<file path="src/rtl/sfx_mixer.sv">
// sfx_mixer: multi-voice sound-effect mixer in front of audio_codec.
//
// Plays up to N_CH independently triggered samples out of one shared sample
// ROM, sums them with saturation and hands one mixed sample to the codec per
// codec request.
//
// Each frame starts in IDLE when the codec reports write_ready.
// The frame then walks every voice through a FETCH/ACC slot pair:
// the slot is taken even when the voice is silent, so frame length is fixed.
// After the last voice it clamps the sum (SAT) and writes it (WRITE).
//
// Optional feature: define SFX_MIXER_ATTEN_EN to enable per-voice attenuation.
// Each ROM sample is then arithmetically shifted right by ch_atten[2*i +: 2]
// before it is accumulated. Without the macro ch_atten is ignored.
//
// Handshake: the ROM is a fixed-latency slave. rom_data must be valid exactly
// one cycle after a cycle with rom_rd=1. The codec side is valid/ready-like:
// aud_write is high only in a cycle where aud_write_ready is high, and it
// stays high for exactly that one cycle. aud_write_d is stable from SAT until
// the pulse has been taken.
//
// Ports:
//   clk, reset_n         system clock, asynchronous active-low reset
//   trig[N_CH]           one-cycle start/retrigger pulse per voice
//   ch_base, ch_len      per-voice ROM start address / length (quasi-static)
//   ch_atten             per-voice 2-bit right-shift attenuation
//   rom_rd, rom_addr     ROM read strobe and address
//   rom_data             ROM read data (1-cycle latency)
//   aud_write_ready      codec write_ready
//   aud_write            codec write strobe
//   aud_write_d          mixed, saturated sample
//   active[N_CH]         voice i currently playing
//   fsm_state            current controller state (debug observation)
module sfx_mixer #(
    parameter int N_CH     = 4,
    parameter int SAMPLE_W = 24,
    parameter int ADDR_W   = 14
) (
    input  logic                     clk,
    input  logic                     reset_n,
    input  logic [N_CH-1:0]          trig,
    input  logic [N_CH*ADDR_W-1:0]   ch_base,
    input  logic [N_CH*ADDR_W-1:0]   ch_len,
    input  logic [2*N_CH-1:0]        ch_atten,
    output logic                     rom_rd,
    output logic [ADDR_W-1:0]        rom_addr,
    input  logic [SAMPLE_W-1:0]      rom_data,
    input  logic                     aud_write_ready,
    output logic                     aud_write,
    output logic [SAMPLE_W-1:0]      aud_write_d,
    output logic [N_CH-1:0]          active,
    output logic [2:0]               fsm_state
);

    localparam int CH_W  = (N_CH > 1) ? $clog2(N_CH) : 1;
    // One extra bit per doubling of voices, so the raw sum can never wrap.
    localparam int ACC_W = SAMPLE_W + $clog2(N_CH);

    localparam logic signed [ACC_W-1:0] SAT_MAX =
        {{(ACC_W-SAMPLE_W+1){1'b0}}, {(SAMPLE_W-1){1'b1}}};
    localparam logic signed [ACC_W-1:0] SAT_MIN =
        {{(ACC_W-SAMPLE_W+1){1'b1}}, {(SAMPLE_W-1){1'b0}}};

    typedef enum logic [2:0] {
        S_IDLE  = 3'd0,
        S_FETCH = 3'd1,
        S_ACC   = 3'd2,
        S_SAT   = 3'd3,
        S_WRITE = 3'd4
    } state_t;

    state_t                    state;
    logic [CH_W-1:0]           ch;
    logic [CH_W-1:0]           nxt_ch;
    logic [N_CH-1:0]           pend;
    logic [ADDR_W-1:0]         pos [N_CH];
    logic signed [ACC_W-1:0]   acc;

    logic [ADDR_W-1:0]         base_a [N_CH];
    logic [ADDR_W-1:0]         len_a  [N_CH];
    logic [N_CH-1:0]           len_nz;
    logic [N_CH-1:0]           start;
    logic [ADDR_W-1:0]         first_pos;
    logic signed [SAMPLE_W-1:0] voice_sample;
    logic signed [ACC_W-1:0]   voice_ext;
    logic [SAMPLE_W-1:0]       sat_value;

    genvar g;
    generate
        for (g = 0; g < N_CH; g++) begin : g_unpack
            assign base_a[g] = ch_base[g*ADDR_W +: ADDR_W];
            assign len_a[g]  = ch_len[g*ADDR_W +: ADDR_W];
            assign len_nz[g] = |ch_len[g*ADDR_W +: ADDR_W];
        end
    endgenerate

    // Pending triggers on zero-length voices are dropped rather than started.
    assign start     = pend & len_nz;
    assign first_pos = start[0] ? '0 : pos[0];
    assign nxt_ch    = ch + CH_W'(1);

`ifdef SFX_MIXER_ATTEN_EN
    always_comb begin
        voice_sample = $signed(rom_data) >>> ch_atten[2*ch +: 2];
    end
`else
    logic unused_atten;
    assign unused_atten = ^ch_atten;
    always_comb begin
        voice_sample = $signed(rom_data);
    end
`endif

    assign voice_ext = ACC_W'(voice_sample);

    always_comb begin
        sat_value = acc[SAMPLE_W-1:0];
        if (acc > SAT_MAX) begin
            sat_value = {1'b0, {(SAMPLE_W-1){1'b1}}};
        end else if (acc < SAT_MIN) begin
            sat_value = {1'b1, {(SAMPLE_W-1){1'b0}}};
        end
    end

    // The strobe is qualified by the live ready, so a pulse can never be
    // emitted into a codec that has just dropped write_ready.
    assign aud_write = (state == S_WRITE) && aud_write_ready;
    assign fsm_state = state;

    always_ff @(posedge clk or negedge reset_n) begin
        if (!reset_n) begin
            state       <= S_IDLE;
            ch          <= '0;
            pend        <= '0;
            acc         <= '0;
            active      <= '0;
            rom_rd      <= 1'b0;
            rom_addr    <= '0;
            aud_write_d <= '0;
            for (int i = 0; i < N_CH; i++) begin
                pos[i] <= '0;
            end
        end else begin
            rom_rd <= 1'b0;
            // Triggers latch in any state. All pending triggers are consumed
            // at frame start; a trigger in that same cycle waits a frame.
            if ((state == S_IDLE) && aud_write_ready) begin
                pend <= trig;
            end else begin
                pend <= pend | trig;
            end

            case (state)
                S_IDLE: begin
                    if (aud_write_ready) begin
                        acc <= '0;
                        ch  <= '0;
                        for (int i = 0; i < N_CH; i++) begin
                            if (start[i]) begin
                                active[i] <= 1'b1;
                                pos[i]    <= '0;
                            end
                        end
                        // The read for voice 0 is registered here so that it
                        // is presented during the FETCH cycle itself.
                        rom_rd   <= start[0] | active[0];
                        rom_addr <= base_a[0] + first_pos;
                        state    <= S_FETCH;
                    end
                end

                S_FETCH: begin
                    state <= S_ACC;
                end

                S_ACC: begin
                    if (active[ch]) begin
                        acc <= acc + voice_ext;
                        if (pos[ch] == len_a[ch] - ADDR_W'(1)) begin
                            active[ch] <= 1'b0;
                        end else begin
                            pos[ch] <= pos[ch] + ADDR_W'(1);
                        end
                    end
                    if (ch == CH_W'(N_CH-1)) begin
                        state <= S_SAT;
                    end else begin
                        ch       <= nxt_ch;
                        rom_rd   <= active[nxt_ch];
                        rom_addr <= base_a[nxt_ch] + pos[nxt_ch];
                        state    <= S_FETCH;
                    end
                end

                S_SAT: begin
                    aud_write_d <= sat_value;
                    state       <= S_WRITE;
                end

                S_WRITE: begin
                    if (aud_write_ready) begin
                        state <= S_IDLE;
                    end
                end

                default: begin
                    state <= S_IDLE;
                end
            endcase
        end
    end

endmodule
</file>
<file path="config.mk">
export PLATFORM = sky130hd
export DESIGN_NAME = sfx_mixer
export DESIGN_NICKNAME = d
export VERILOG_FILES = /design/src/rtl/sfx_mixer.sv
export SDC_FILE = /design/constraint.sdc
export NUM_CORES = 1
export LEC_CHECK = 0
export ABC_AREA = 0
export BUFFER_PORTS_ARGS = -buffer_cell sky130_fd_sc_hd__buf_2
export CAP_MARGIN = 20
export CORE_ASPECT_RATIO = 1.25
export CORE_MARGIN = 5
export CORE_UTILIZATION = 51
export CTS_CLUSTER_DIAMETER = 80
export DETAILED_ROUTE_END_ITERATION = 7
export PLACE_DENSITY = 0.82
export SYNTH_ARGS = -nofsm -noshare
export SYNTH_HDL_FRONTEND = slang
export SYNTH_SLANG_ARGS = --single-unit
</file>
<file path="constraint.sdc">
create_clock -name clk -period 7.29 [get_ports clk]
set_clock_uncertainty 0.15 [all_clocks]
set_input_delay 1.0935 -clock clk [delete_from_list [all_inputs] [get_ports clk]]
set_output_delay 1.0935 -clock clk [all_outputs]
set_load 0.01 [all_outputs]
</file>
# Word level (Yosys, flattened, before mapping)
# Index checks and enable logic that the tools add are counted.
# totals
out_inout_bits	47
n_memories	0
mem_bits_rw	0
rom_bits	0
inputBits	151
elab_cells	129
latchBits	0
regBits	134
# classes
add_sub_neg	6
eq_ne	16
mux	56
div_mod_pow	0
n_lt_le_gt_ge	8
n_reduce_logical	21
n_shift	0
n_mul	0
bitwise_logic	7
# ops
operator	n
14-bit 2-to-1 mux	15
56-bit 2-to-1 mux	3
14-bit binary-select mux with 2-bit select	4
56-bit case mux with 2 select lines	1
56-bit bitwise mux	1
14-bit OR reduction	4
26-bit 2-to-1 mux	2
26-bit case mux with 2 select lines	1
24-bit 2-to-1 mux	2
5-bit AND reduction	7
14-bit adder	2
14-bit demux with 2-bit select	1
14-bit case mux with 2 select lines	1
26-bit by 24-bit adder with 26-bit output	1
26-bit by 24-bit > comparator with 1-bit output, second input constant	1
26-bit by 24-bit less-than comparator with 1-bit output, second input constant	1
2-bit inequality test, second input constant	10
4-bit 2-to-1 mux	4
3-bit case mux with 5 select lines	1
14-bit by 1-bit adder with 14-bit output, second input constant	1
14-bit equality test	1
14-bit by 1-bit subtractor with 14-bit output, second input constant	1
1-bit 2-to-1 mux	9
4-bit AND	2
other kinds (26)	38

# Depth between registers and ports, before layout
# depth
word_depth	9
mapped_depth	22
mapped_depth_nobuf	15

# Least setup slack after synthesis
# Ideal clock, no wire load.
# synth_path
path_kind	reg-to-reg
start	register ch[0]
end	register rom_addr[13]
t_required_ps	7002
arrival_ps	5219
path_slack_ps	1783
stages_incl_launch_ff	21
period_less_slack_ps	5507
setup_time_ps	138
path_buffers	7
path_cell_list	dfrtp_1 > buf_6 > buf_6 > buf_2 > buf_2 > clkbuf_1 > clkbuf_1 > inv_1 > ha_1 > clkbuf_1 > mux4_2 > ha_1 > a21o_1 > a21oi_1 > o21a_1 > o21ai_0 > a41oi_1 > a211o_1 > o21ai_0 > xnor2_1 > o221ai_1
# synth_via
elab_chain_cells	8
elab_cells_between_ends	14
cone_classes	add/sub: 2; eq/ne: 2; mux: 8; bitwise: 1; reduce/logical: 1
# synth_lines
element	line	text
from (decl)	73	logic [CH_W-1:0] ch;
from (signal assigned)	188	ch <= nxt_ch;
2-bit by 1-bit adder with 2-bit output	100	assign nxt_ch = ch + CH_W'(1);
2-bit inverter with 3-bit output (not written as such)	190	rom_addr <= base_a[nxt_ch] + pos[nxt_ch];
14-bit binary-select mux with 2-bit select	190	
14-bit 2-to-1 mux (not written as such) (2 in series)	190	
14-bit adder	190	
14-bit 2-to-1 mux	185	if (ch == CH_W'(N_CH-1)) begin
14-bit case mux with 2 select lines	153	case (state)
to (signal assigned)	167	rom_addr <= base_a[0] + first_pos;
to (signal assigned)	190	
to (decl)	46	output logic [ADDR_W-1:0] rom_addr,
# Parallel ways exist; a longest one is shown, timed or not. The select of a mux whose other input is x is not followed.
# A chain may end at the register's enable or synchronous reset.

# Final worst setup path
# Same ends and word-level chain as after synthesis.

==> impl_metrics.env <==
export IMPL_hold_viol=0
export IMPL_drc=0
export IMPL_fin_nets=1401
export IMPL_cp_top_family="compound AO/OA/AOI/OAI gates"
export IMPL_ir_drop_mv=0.2180
export IMPL_place_port_buffers=189
export IMPL_synthFlopType="dfrtp_1"
export IMPL_cts_resized=0
export IMPL_cap_violations=0
export IMPL_internal_power_mw=2.375
export IMPL_clockBufferDepth=2
export IMPL_drtIter0Drc=510
export IMPL_power_share_clock_pct=21.4
export IMPL_final_antenna_net_count=0
export IMPL_grt_ovfl_total=0
export IMPL_p_sw_mw=1.823
export IMPL_grt_pass1_vias=9170
export IMPL_clock_sinks=134
export IMPL_ys_seq_area_share_pct=33.65
export IMPL_slowest_stage="dfrtp_4"
export IMPL_crit_path_end_kind="register"
export IMPL_num_vias=8972
export IMPL_place_inst=1435
export IMPL_dp_hpwl_um=21320
export IMPL_regArea_um2=3357
export IMPL_h_tree_depth=4
export IMPL_rows=57
export IMPL_cts_clk_slew_worst_paths_ns=0.06
export IMPL_startpoint_type="register"
export IMPL_worst_path_buf_inv=3
export IMPL_grt_usage_pct=25.76
export IMPL_rsz0062_at_grt="no"
export IMPL_tightest_slew_ns=1.002
export IMPL_p_leak_nw=5.367
export IMPL_worst_slack_ns=2.374
export IMPL_synthAdderAreaFrac_pct=7.760
export IMPL_root_buffer="clkbuf_16"
export IMPL_core_um2=19330
export IMPL_syn_cell_area_um2=9965
export IMPL_synth_mux_area_share_pct=13.66
export IMPL_die_x_um=135.0
export IMPL_crit_required_ns=7.42
export IMPL_place_gp_congestion=0.9106
export IMPL_die_area_um2=22450
export IMPL_synth_compound_area_share_pct=19.75
export IMPL_routed_wl_um=28780
export IMPL_utilization_pct=60.80
export IMPL_synth_xor_area_share_pct=6.768
export IMPL_multi_input_area_um2=6247
export IMPL_swShare_pct=43.42
export IMPL_grt_pass1_wl_um=46580
export IMPL_postSynthCellCount=1012
export IMPL_avgSynthCellArea_um2=9.846
export IMPL_path_max_fanout=33
export IMPL_firstDrtPassIters=5
export IMPL_cts_setup_buffers=0
export IMPL_fill_cells=1615
export IMPL_setup_tns_ns=0
export IMPL_max_slew_margin_rel_pct=33.14
export IMPL_final_instance_count_excl_fill=1467
export IMPL_grt_max_degree=69
export IMPL_cts_hold_fix_buffers=0
export IMPL_ys_types=76
export IMPL_holdWs_ns=0.3225
export IMPL_synth_top_family_by_area="compound AO/OA/AOI/OAI gates"
export IMPL_hold_class="reg2reg"
export IMPL_pre_cts_ws_ns=2.319
export IMPL_path_cells="inv_1 -> ha_1 -> buf_4 -> mux4_2 -> ha_1 -> inv_1 -> o21a_1 -> o21ai_0 -> a41oi_1 -> a211o_1 -> o21ai_0 -> xnor2_1 -> o221ai_1"
export IMPL_seq_power_share_pct=26.4
export IMPL_wire_per_inst_um=19.62
export IMPL_ios=198
export IMPL_synth_nets=1223
export IMPL_die_height_um=166.3
export IMPL_ys_seq_elements=134
export IMPL_report_final_slew_viol_count=0
export IMPL_numCtsBuffers=17
export IMPL_start_util_pct=51.56
export IMPL_drive_above_1_share_pct=27.45
export IMPL_antenna_found_initial=4
export IMPL_tritoncts="yes"
export IMPL_critPathKind="reg2reg"
export IMPL_arrival_ns=5.05
export IMPL_status="finished clean"
export IMPL_synthSimpleGateAreaFrac_pct=14.58
export IMPL_synth_edf_count=0
export IMPL_setup_viol_count_final=0
export IMPL_diodes=0
export IMPL_async_reset_ff_share_pct=100.0
export IMPL_area_growth_syn_to_layout_pct=17.92
export IMPL_p_comb_share_pct=52.3
export IMPL_critPathMaxStageDelay_ns=0.81
export IMPL_fmax_mhz=203.4
export IMPL_period_minus_slack_ns=4.916
export IMPL_power_density_nw_per_um2=357.3
export IMPL_min_period_over_period_pct=67.43
export IMPL_via_per_inst=6.116
export IMPL_clock_latency_ns=0.43
export IMPL_ys_warn_count=0
-- final timing paths --
check,slack (ns),cells after the start,endpoint,start
setup reg to reg,2.37,13,rom_addr[13]$_DFFE_PN0P_,ch[0]$_DFFE_PN0P_
hold / removal,0.32,1,pend[3]$_DFF_PN0_,pend[3]$_DFF_PN0_
setup / recovery,2.37,13,rom_addr[13]$_DFFE_PN0P_,ch[0]$_DFFE_PN0P_
max in group asynchronous,5.13,2,pend[2]$_DFF_PN0_,reset_n
hold reg to reg,0.32,1,pend[3]$_DFF_PN0_,pend[3]$_DFF_PN0_
min in group asynchronous,0.50,1,rom_addr[1]$_DFFE_PN0P_,reset_n
-- placed cells by master, fill, tap and decap left out, drive strengths merged, types with 4 or more instances in the layout --
master,n
nand2b,8
o21a,10
or2,4
nand4,7
clkinv,4
dfrtp,134
nor2,74
xnor2,43
and3,12
a41oi,4
a31oi,8
nor4,15
nor2b,22
xor2,34
a211oi,6
o31ai,12
a21oi,47
nand2,111
or3,6
buf,201
inv,46
o22ai,13
a21boi,5
clkbuf,21
o21bai,5
a21o,19
and2,4
nand3,13
mux4,58
a22o,26
a32o,4
o211ai,19
mux2i,4
ha,57
o21ai,89
nor3,13
-- registers in the layout (all words and copies together) (netlist names) --
register / flops
acc: 26
active: 4
aud_write_d: 24
ch: 2
fsm_state: 3
pend: 4
pos: 56
rom_addr: 14
rom_rd: 1
-- metrics by stage --
stage / power, mW / cell area [µm²]
after floorplan: 2.687 / 9965
after global placement: 3.236 / 11140
after detailed placement: 3.290 / 11140
after CTS: 4.202 / 11740
after global routing: 4.497 / 11750
final: 4.198 / 11750
-- area by class of cell --
class                   instances  area share (%)
inverters                      44           1.406
clock buffers                  21           3.919
flip-flops and latches        134           28.57
repair buffers                201           8.870
well taps                     265           2.822
clock inverters                10           1.246
multi-input cells             792           53.17
-- worst reg2reg max path: stages (launching register included) --
cell      delay (ns)
dfrtp_4         0.81
inv_1           0.18
ha_1            0.80
buf_4           0.45
mux4_2          0.55
ha_1            0.30
inv_1           0.06
o21a_1          0.20
o21ai_0         0.25
a41oi_1         0.21
a211o_1         0.33
o21ai_0         0.21
xnor2_1         0.15
o221ai_1        0.13
-- cell usage after synthesis (all sizes together), types with 4 or more instances --
cell	n	area (µm²)
dfrtp	134	3353
nand2	111	416.7
o21ai	89	505.5
nor2	74	282.8
mux4	58	1310
ha	57	713.2
a21oi	47	235.2
inv	44	165.2
xnor2	43	376.6
xor2	34	297.8
a22o	26	237.7
clkbuf	25	93.84
nor2b	22	137.6
a21o	19	142.6
o211ai	19	142.6
buf	17	122.6
nor4	15	100.1
nand3	13	65.06
nor3	13	70.07
o22ai	13	81.33
and3	12	75.07
o31ai	12	90.09
o21a	10	77.58
a31oi	8	50.05
nand2b	8	50.05
nand4	7	43.79
a211oi	6	45.04
or3	6	37.54
a21boi	5	37.54
o21bai	5	37.54
a32o	4	40.04
a41oi	4	42.55
and2	4	25.02
mux2i	4	40.04
or2	4	25.02
-- power groups by stage --
stage	Combinational (mW)	Sequential (mW)	Clock (mW)
after floorplan	1.59	1.10	0
after global placement	2.12	1.11	0
after detailed placement	2.17	1.12	0
after CTS	2.19	1.11	0.902
after global routing	2.41	1.14	0.942
final	2.19	1.11	0.897
-- layer usage --
metal	vias up	GRT usage [%]	share of wire (%)
met4	8	10.70	3.4
met3	89	7.758	8.6
li1	4131	-	-
met5	-	0	0.18
met2	412	43.22	50
met1	4332	30.76	38
-- kinds of logic after synthesis --
| family | Yosys count |
|---|---|
| mux | 63 |
| fa+ha+maj | 60 |
| simple gates | 303 |
| flops | 134 |
| xor+xnor | 77 |
| compound gates | 289 |
| buf+inv | 86 |
No activity file was read; power rests on OpenSTA's default activity.
